**config.mk**
```make
export PLATFORM = sky130hd
export DESIGN_NAME = uart_tx_arbiter
export DESIGN_NICKNAME = d
export VERILOG_FILES = /design/src/rtl/uart_pkg.sv /design/src/rtl/rr_pick.sv /design/src/rtl/uart_tx_arbiter.sv
export SDC_FILE = /design/constraint.sdc
export NUM_CORES = 1
export LEC_CHECK = 0
export BUFFER_PORTS_ARGS = -buffer_cell sky130_fd_sc_hd__buf_4
export CELL_PAD_IN_SITES_DETAIL_PLACEMENT = 1
export CELL_PAD_IN_SITES_GLOBAL_PLACEMENT = 1
export CORE_ASPECT_RATIO = 0.6
export CORE_MARGIN = 8
export CORE_UTILIZATION = 35
export CTS_CLUSTER_DIAMETER = 200
export CTS_CLUSTER_SIZE = 8
export DETAILED_ROUTE_END_ITERATION = 8
export MAX_ROUTING_LAYER = met4
export PLACE_DENSITY_LB_ADDON = 0.08
export RECOVER_POWER = 25
export SLEW_MARGIN = 40
export SYNTH_ARGS = -nofsm -noshare
export SYNTH_HDL_FRONTEND = slang
export SYNTH_HIERARCHICAL = 1
export SYNTH_SLANG_ARGS = --single-unit
```
**constraint.sdc**
```tcl
create_clock -name clk -period 2.2 [get_ports clk]
set_input_delay 0.55 -clock clk [delete_from_list [all_inputs] [get_ports clk]]
set_output_delay 0.55 -clock clk [all_outputs]
set_load 0.02 [all_outputs]
```
**src/rtl/uart_pkg.sv**
```systemverilog
// Shared UART arbiter types and constants.
package uart_pkg;

  localparam int UART_BYTE_W = 8;

  typedef enum logic [1:0] {
    IDLE,
    SEND,
    WAIT_ACK,
    WAIT_DONE
  } arb_state_t;

endpackage

```
**src/rtl/rr_pick.sv**
```systemverilog
// Combinational round-robin picker: first set request at or after ptr_i, wrapping.
module rr_pick #(
  parameter int N_REQ = 4,
  parameter int ID_W  = $clog2(N_REQ)
) (
  input  logic [N_REQ-1:0] req_i,
  input  logic [ID_W-1:0]  ptr_i,
  output logic [ID_W-1:0]  winner_o,
  output logic             any_o
);

  logic [2*N_REQ-1:0] dbl;
  logic [ID_W:0]      idx;
  logic               found;

  // Lower copy is masked below the pointer; the upper copy supplies the wrap-around.
  always_comb begin
    dbl = {req_i, req_i};
    for (int unsigned i = 0; i < N_REQ; i++) begin
      if (i < 32'(ptr_i)) dbl[i] = 1'b0;
    end
    found = 1'b0;
    idx   = '0;
    for (int unsigned i = 0; i < 2*N_REQ; i++) begin
      if (!found && dbl[i]) begin
        found = 1'b1;
        idx   = (ID_W+1)'(i);
      end
    end
    any_o    = |req_i;
    winner_o = (idx >= (ID_W+1)'(N_REQ)) ? ID_W'(idx - (ID_W+1)'(N_REQ)) : ID_W'(idx);
  end

endmodule

```
**src/rtl/uart_tx_arbiter.sv**
```systemverilog
// Packet-locked round-robin arbiter sharing one UART transmitter among N_REQ byte streams.
module uart_tx_arbiter
  import uart_pkg::*;
#(
  parameter int N_REQ     = 4,
  parameter int MAX_BURST = 16,
  parameter int ID_W      = $clog2(N_REQ)
) (
  input  logic                         clk,
  input  logic                         nrst,
  input  logic [N_REQ-1:0]             req_valid,
  input  logic [UART_BYTE_W*N_REQ-1:0] req_data,
  input  logic [N_REQ-1:0]             req_last,
  output logic [N_REQ-1:0]             req_ready,
  output logic                         tx_start,
  output logic [UART_BYTE_W-1:0]       tx_data,
  input  logic                         tx_busy,
  output logic                         grant_valid,
  output logic [ID_W-1:0]              grant_id
);

  localparam logic [7:0] BURST_MAX = 8'(MAX_BURST);

  arb_state_t             state_q;
  logic [N_REQ-1:0]       ready_q;
  logic                   start_q;
  logic [UART_BYTE_W-1:0] data_q;
  logic                   gvalid_q;
  logic [ID_W-1:0]        gid_q;
  logic [ID_W-1:0]        ptr_q;
  logic                   last_q;
  logic [7:0]             burst_q;

  logic [ID_W-1:0]        pick_win;
  logic                   pick_any;
  logic [ID_W-1:0]        ptr_d;
  logic [7:0]             burst_d;
  logic [UART_BYTE_W-1:0] hold_data;

  rr_pick #(
    .N_REQ (N_REQ),
    .ID_W  (ID_W)
  ) u_pick (
    .req_i    (req_valid),
    .ptr_i    (ptr_q),
    .winner_o (pick_win),
    .any_o    (pick_any)
  );

  assign ptr_d     = (gid_q == ID_W'(N_REQ-1)) ? '0 : gid_q + ID_W'(1);
  assign burst_d   = (burst_q == '1) ? burst_q : burst_q + 8'd1;
  assign hold_data = req_data[int'(gid_q)*UART_BYTE_W +: UART_BYTE_W];

  always_ff @(posedge clk) begin
    if (!nrst) begin
      state_q  <= IDLE;
      ready_q  <= '0;
      start_q  <= 1'b0;
      data_q   <= '0;
      gvalid_q <= 1'b0;
      gid_q    <= '0;
      ptr_q    <= '0;
      last_q   <= 1'b0;
      burst_q  <= '0;
    end else begin
      start_q <= 1'b0;
      ready_q <= '0;
      case (state_q)
        IDLE: begin
          if (pick_any) begin
            gid_q    <= pick_win;
            gvalid_q <= 1'b1;
            burst_q  <= '0;
            state_q  <= SEND;
          end
        end
        SEND: begin
          // A holder that drops valid gives up the grant even while the transmitter is busy.
          if (!req_valid[gid_q]) begin
            gvalid_q <= 1'b0;
            ptr_q    <= ptr_d;
            state_q  <= IDLE;
          end else if (!tx_busy) begin
            start_q        <= 1'b1;
            ready_q[gid_q] <= 1'b1;
            data_q         <= hold_data;
            last_q         <= req_last[gid_q];
            burst_q        <= burst_d;
            state_q        <= WAIT_ACK;
          end
        end
        WAIT_ACK: begin
          if (tx_busy) state_q <= WAIT_DONE;
        end
        WAIT_DONE: begin
          if (!tx_busy) begin
            if (last_q || burst_q == BURST_MAX) begin
              gvalid_q <= 1'b0;
              ptr_q    <= ptr_d;
              state_q  <= IDLE;
            end else begin
              state_q <= SEND;
            end
          end
        end
        default: state_q <= IDLE;
      endcase
    end
  end

  assign req_ready   = ready_q;
  assign tx_start    = start_q;
  assign tx_data     = data_q;
  assign grant_valid = gvalid_q;
  assign grant_id    = gid_q;

endmodule
```
; ---- Word-level counts from Yosys, hierarchy flattened
; Cells that the tools add are included.
[word_totals]
out_inout_bits = 16
register_bits = 29
input_bits = 43
elab_cells = 114
[classes]
reduce_logical = 29
n_lt_le_gt_ge = 6
bitwise = 4
n_eq_ne = 15
shift = 1
addsub = 3
n_mux = 47
[op_table]
columns = cell, count
row1 = 2-to-1 mux 8 bit, 4
row2 = indexed part select 32 x 6 -> 8 bit, 1
row3 = 2-to-1 mux 2 bit, 12
row4 = 2-to-1 mux 1 bit, 20
row5 = "inequality test 2 bit, second input constant", 8
row6 = case mux 8 bit (2 select lines), 1
row7 = 2-to-1 mux 3 bit, 4
row8 = AND reduction 5 bit, 2
row9 = "adder 8 x 1 -> 8 bit, second input constant", 1
row10 = "equality test 8 x 5 -> 1 bit, second input constant", 1
row11 = "equality test 8 bit, second input constant", 1
row12 = logical AND 1 bit, 8
row13 = case mux 2 bit (4 select lines), 1
row14 = AND reduction 4 bit, 2
row15 = OR reduction 4 bit, 2
row16 = logical NOT 1 bit, 7
row17 = "equality test 2 bit, second input constant", 3
row18 = AND reduction 3 bit, 2
row19 = binary-select mux 1 bit (select 2 bit), 2
row20 = "less-than comparator 1 x 2 -> 1 bit, first input constant", 2
row21 = inverter 1 bit, 4
row22 = case mux 2 bit (2 select lines), 1
row23 = nonzero test 2 bit, 2
row24 = ">= comparator 3 bit, second input constant", 1
row25 = other kinds (13), 13

; ---- Logic depth before layout (Yosys ltp)
[logic_depth]
word_depth = 26
mapped_depth = 6
depth_no_buf = 6

; ---- Hierarchy
; Netlist, hierarchy kept.
[by_module_without_submodules]
columns = mod, area_per_inst_um2, instances, seq_area_each_um2, cells_each
row1 = uart_tx_arbiter, 1675.4, 1, 580.6, 178
row2 = rr_pick, 73.8, 1, 0.0, 12

; ---- Worst setup path after synthesis
; OpenSTA, ideal clock, no wires.
[synth_path]
path_type = register to register
start = register gid_q[0] (netlist: grant_id[0])
end = register burst_q[0]
arrival_time_ns = 1.693
setup_slack_ns = 0.387
t_required_ns = 2.080
path_buffers = 2
setup_ns = 0.120
synth_period_minus_slack_ns = 1.813
stages_incl_launch_ff = 7
cell_sequence = dfxtp_1 > buf_4 > or3b_4 > o22a_4 > buf_2 > o211ai_2 > a21oi_1
[synth_via]
elab_chain_len = 4
[synth_rtl]
columns = element, line
row1 = from (decl), uart_tx_arbiter.sv:29  ; logic [ID_W-1:0] gid_q;
row2 = from (signal assigned), uart_tx_arbiter.sv:71  ; gid_q <= pick_win;
row3 = binary-select mux 1 bit (select 2 bit), uart_tx_arbiter.sv:79  ; if (!req_valid[gid_q]) begin
row4 = 2-to-1 mux 1 bit (implied by the code), uart_tx_arbiter.sv:79
row5 = inequality test 2 bit (no source line), --
row6 = AND reduction 5 bit (no source line), --
row7 = to (signal assigned), uart_tx_arbiter.sv:88  ; burst_q <= burst_d;
row8 = to (decl), uart_tx_arbiter.sv:32  ; logic [7:0] burst_q;
; No other way between the ends. The select of a mux whose other input is x is not followed.
; A chain may end at the register's enable or synchronous reset.

; ---- Final worst setup path
[layout_path]
start = register burst_q[0]
end = register burst_q[4]
[layout_via]
elab_chain_len = 5
word_cells_on_any_way = 8
classes_between = 1 x add/sub / 2 x eq/ne / 4 x mux / 1 x reduce/logical
[layout_rtl]
columns = element, line
row1 = adder 8 x 1 -> 8 bit, uart_tx_arbiter.sv:51  ; assign burst_d = (burst_q == '1) ? burst_q : burst_q + 8'd1;
row2 = 2-to-1 mux 8 bit, uart_tx_arbiter.sv:51
row3 = 2-to-1 mux 8 bit, uart_tx_arbiter.sv:83  ; end else if (!tx_busy) begin
row4 = 2-to-1 mux 8 bit, uart_tx_arbiter.sv:79
row5 = case mux 8 bit (2 select lines), uart_tx_arbiter.sv:68  ; case (state_q)
; Parallel ways exist; a longest one is shown, timed or not. The select of a mux whose other input is x is not followed.

==> results by group <==
Setup path
  – Crit path launch: burst_q[0]$_SDFFE_PN0P_
  – Reg2Reg Depth: 5
  – Crit end category: register
  – R2r endpoint: burst_q[4]$_SDFFE_PN0P_
  – Arr. time, crit path: 2.03 ns
  – Setup CP Type: reg2reg
  – Flop-to-flop setup slack: 0.36 ns
  – Nature of the critical path startpoint: register
  – Worst endpoint required time: between 2 and 2.5 ns
  – R2r startpoint: burst_q[0]$_SDFFE_PN0P_
  – CP Max Fanout: 7

Floorplanning
  – I/O pin count: 59
  – Effective utilization at floorplan: 0.355
  – Die X: 107 um
  – Core Footprint: between 0.004 and 0.005 mm2
  – Full die area: between 0.007 and 0.008 mm2
  – # rows: 20
  – Die height: between 70 and 80 um

Timing
  – Worst-Margin Slew: 0.507 ns
  – Clock skew: 0.00486 ns
  – Endpoints failing setup: 0
  – Total negative slack: 0 ns
  – Slew headroom: 0.662
  – Final Max Tran Viols: 0
  – Crit share post-route: 0.835
  – Minimum clock period: ~1.8 ns
  – Fmax achieved: 0.545 GHz
  – Hold_ws: 0.482 ns
  – Final Hold Fails: 0
  – Unrepaired setup endpoints after global routing: false
  – Final WS setup: around 0.36 ns

Power
  – Clock power share: 0.309
  – Leakage: 0.888 nW
  – Power Dens Cells: 592 mW/mm2
  – Sequential Power Share: 0.425
  – Peak supply drop: 208 uV
  – Power share of the combinational group: 0.266
  – Net Sw Frac: 0.310
  – Net load switching power: 0.423 mW
  – P_int: 0.939 mW

Routing
  – Via count: ~1,700
  – TritonRoute pass-1 iters: 4
  – # DRC: 0
  – Drt total wl: 5500 um
  – Post-DR wirelength/cell: roughly 17 um
  – DR iter-0 viols: 52
  – DRT antenna net count: 0
  – Post-DR vias/cell: 5.46

Placed design
  – Placed Area: 0.00226 mm2
  – Port bufs: 58
  – Detailed placement HPWL: around 4200 um
  – Setup WS pre-CTS: roughly 0.11 ns
  – GPL Wtd Cong: roughly 0.73

Finish
  – N_diodes: 0
  – Ratio of cells with drive above 1 in the final layout: 0.311
  – Number of fill cells: 582
  – Fin nets: between 200 and 300
  – Commonest cells after routing, fill and taps aside: buf_4 (54), dfxtp_1 (29), nand3_1 (19)
  – Commonest non-fill, non-tap cell in the layout: buf_4
  – Area growth syn-to-layout: 31.5%
  – Cell area after layout: 0.00230 mm2

GRT
  – Met3 Use GR: 0.0499
  – Initial antenna violation count: 0
  – Vias in the first global route: 1,861
  – First-pass GRT wire length: 9040 um
  – Met2 usage: 0.204
  – Gr usage total: 0.154
  – Routing usage on met1: 0.210
  – Largest net degree at the start of global routing: 18
  – Global routing's busiest layer: met1
  – Total congestion overflow: 0

Clock tree
  – # resized after CTS: 0
  – Clock latency on the worst-skew pair: 0.28 ns
  – CTS tree: done
  – H-Tree Depth: 2
  – Clk pin slew, worst setup/hold paths: about 0.06 ns
  – Root Buffer: clkbuf_8
  – Num CTS Buffers: 5
  – CTS Hold Buffers Added: 0
  – Clk sinks: 29
  – Clk buf depth: 2
  – Post-CTS Setup Inserts: 0

Synthesis
  – Syn avg cell area: between 9 and 10 um2
  – Post-Syn Nets: 239
  – Register bit total from synthesis: 29
  – Synth Instances: 190
  – Yosys warns: 6
  – Yosys cell types: between 40 and 50
  – Sequential area share after synthesis: 0.332
  – Post-Syn Area: 0.00175 mm2

Job
  – Max Cap Violations: 0

Hold path
  – Tightest Hold Check Type: reg2reg
  – Hold Path Cell Cnt: 2
  – Hold Crit Endpoint: tx_data[7]$_SDFFE_PN0P_
  – Hold_sp: tx_data[7]$_SDFFE_PN0P_

Status
  – Outcome: finished, final reports clean
[per-stage QoR]
stage | cells | power [mW] | util
after floorplan | 190 | 0.806 | -
after detailed placement | 309 | 0.960 | 0.458
after global routing | 317 | 1.44 | 0.467
after global placement | 309 | 0.956 | 0.458
after CTS | 317 | 1.38 | 0.475
final | 317 | 1.36 | 0.467
[how the worst max path moves through the flow]
stage	end	slack [ns]	cells after the start
floorplan	burst_q[0]$_SDFFE_PN0P_	0.39	6
global route	burst_q[4]$_SDFFE_PN0P_	0.21	5
CTS	burst_q[4]$_SDFFE_PN0P_	0.36	5
finish	burst_q[4]$_SDFFE_PN0P_	0.36	5
global placement	burst_q[2]$_SDFFE_PN0P_	0.16	5
detailed placement	burst_q[4]$_SDFFE_PN0P_	0.11	5
[state kept, by name (all words and copies together), names as in the netlist, named ones only]
name	count
state_q	1
tx_data	8
req_ready	4
burst_q	8
grant_valid	1
last_q	1
grant_id	2
ptr_q	2
tx_start	1
[kinds of logic after synthesis]
logic type | Yosys count | synth area share
compound gates | 50 | 0.194
mux | 16 | 0.163
flops | 29 | 0.332
fa+ha+maj | 6 | 0.0429
buf+inv | 23 | 0.0579
simple gates | 66 | 0.210
[critical path: stages, from the launching register on]
cell and delay [ns]:
dfxtp_1 0.42, ha_1 0.23, nand3_1 0.23, o22ai_1 0.48, o211ai_2 0.20, o211ai_1 0.20
[Yosys cell counts]
library cell / number / area [um2]
o2bb2a_1: 1 / 10.0
and3b_1: 1 / 8.76
buf_6: 1 / 11.3
nor4b_4: 1 / 23.8
nor4_1: 1 / 6.26
nand3_1: 19 / 95.1
o211ai_1: 7 / 52.6
ha_1: 6 / 75.1
nor3_1: 1 / 5.00
o22a_4: 1 / 17.5
buf_2: 3 / 15.0
mux4_2: 10 / 225
o211ai_2: 2 / 25.0
o32a_1: 1 / 10.0
or3b_4: 1 / 11.3
nand4_1: 4 / 25.0
dfxtp_1: 29 / 581
nor2b_1: 1 / 6.26
a31oi_1: 4 / 25.0
nor2_1: 8 / 30.0
nand2_1: 13 / 48.8
buf_4: 1 / 7.51
and3_1: 6 / 37.5
nor4b_1: 2 / 17.5
nand3b_1: 1 / 7.51
a21boi_0: 1 / 7.51
a2bb2oi_2: 1 / 15.0
inv_1: 10 / 37.5
a21oi_1: 17 / 85.1
o21ai_0: 2 / 10.0
clkbuf_1: 7 / 26.3
o22ai_1: 1 / 6.26
clkinv_1: 1 / 3.75
or4_1: 1 / 7.51
nand2b_1: 4 / 25.0
o21ai_1: 9 / 45.0
mux2i_1: 6 / 60.1
a311oi_1: 1 / 8.76
o22ai_2: 1 / 12.5
or3_1: 2 / 12.5
o22a_1: 1 / 8.76
[power by group through the flow]
stage / logic, mW / registers [mW] / clock network [mW]
5_1_grt: 0.396 / 0.583 / 0.458
4_1_cts: 0.371 / 0.579 / 0.433
3_5_place_dp: 0.370 / 0.590 / 0
6_report: 0.362 / 0.578 / 0.421
2_1_floorplan: 0.214 / 0.592 / 0
3_3_place_gp: 0.367 / 0.589 / 0
[final cells by class]
class,count,area (um2),area share
well taps,66,82.6,0.0359
inverters,11,41.3,0.0179
clock buffers,6,72.6,0.0315
multi-input cells,138,1070,0.464
flip-flops and latches,29,581,0.252
repair buffers,65,447,0.194
clock inverters,2,10.0,0.00435
[metal layers]
layer  vias up  share of wire
met3        10          0.059
met1       832           0.52
met2        55           0.40
met4         0          0.019
li1        835              -
met5         -              0
Power figures use the tool's default switching activity.
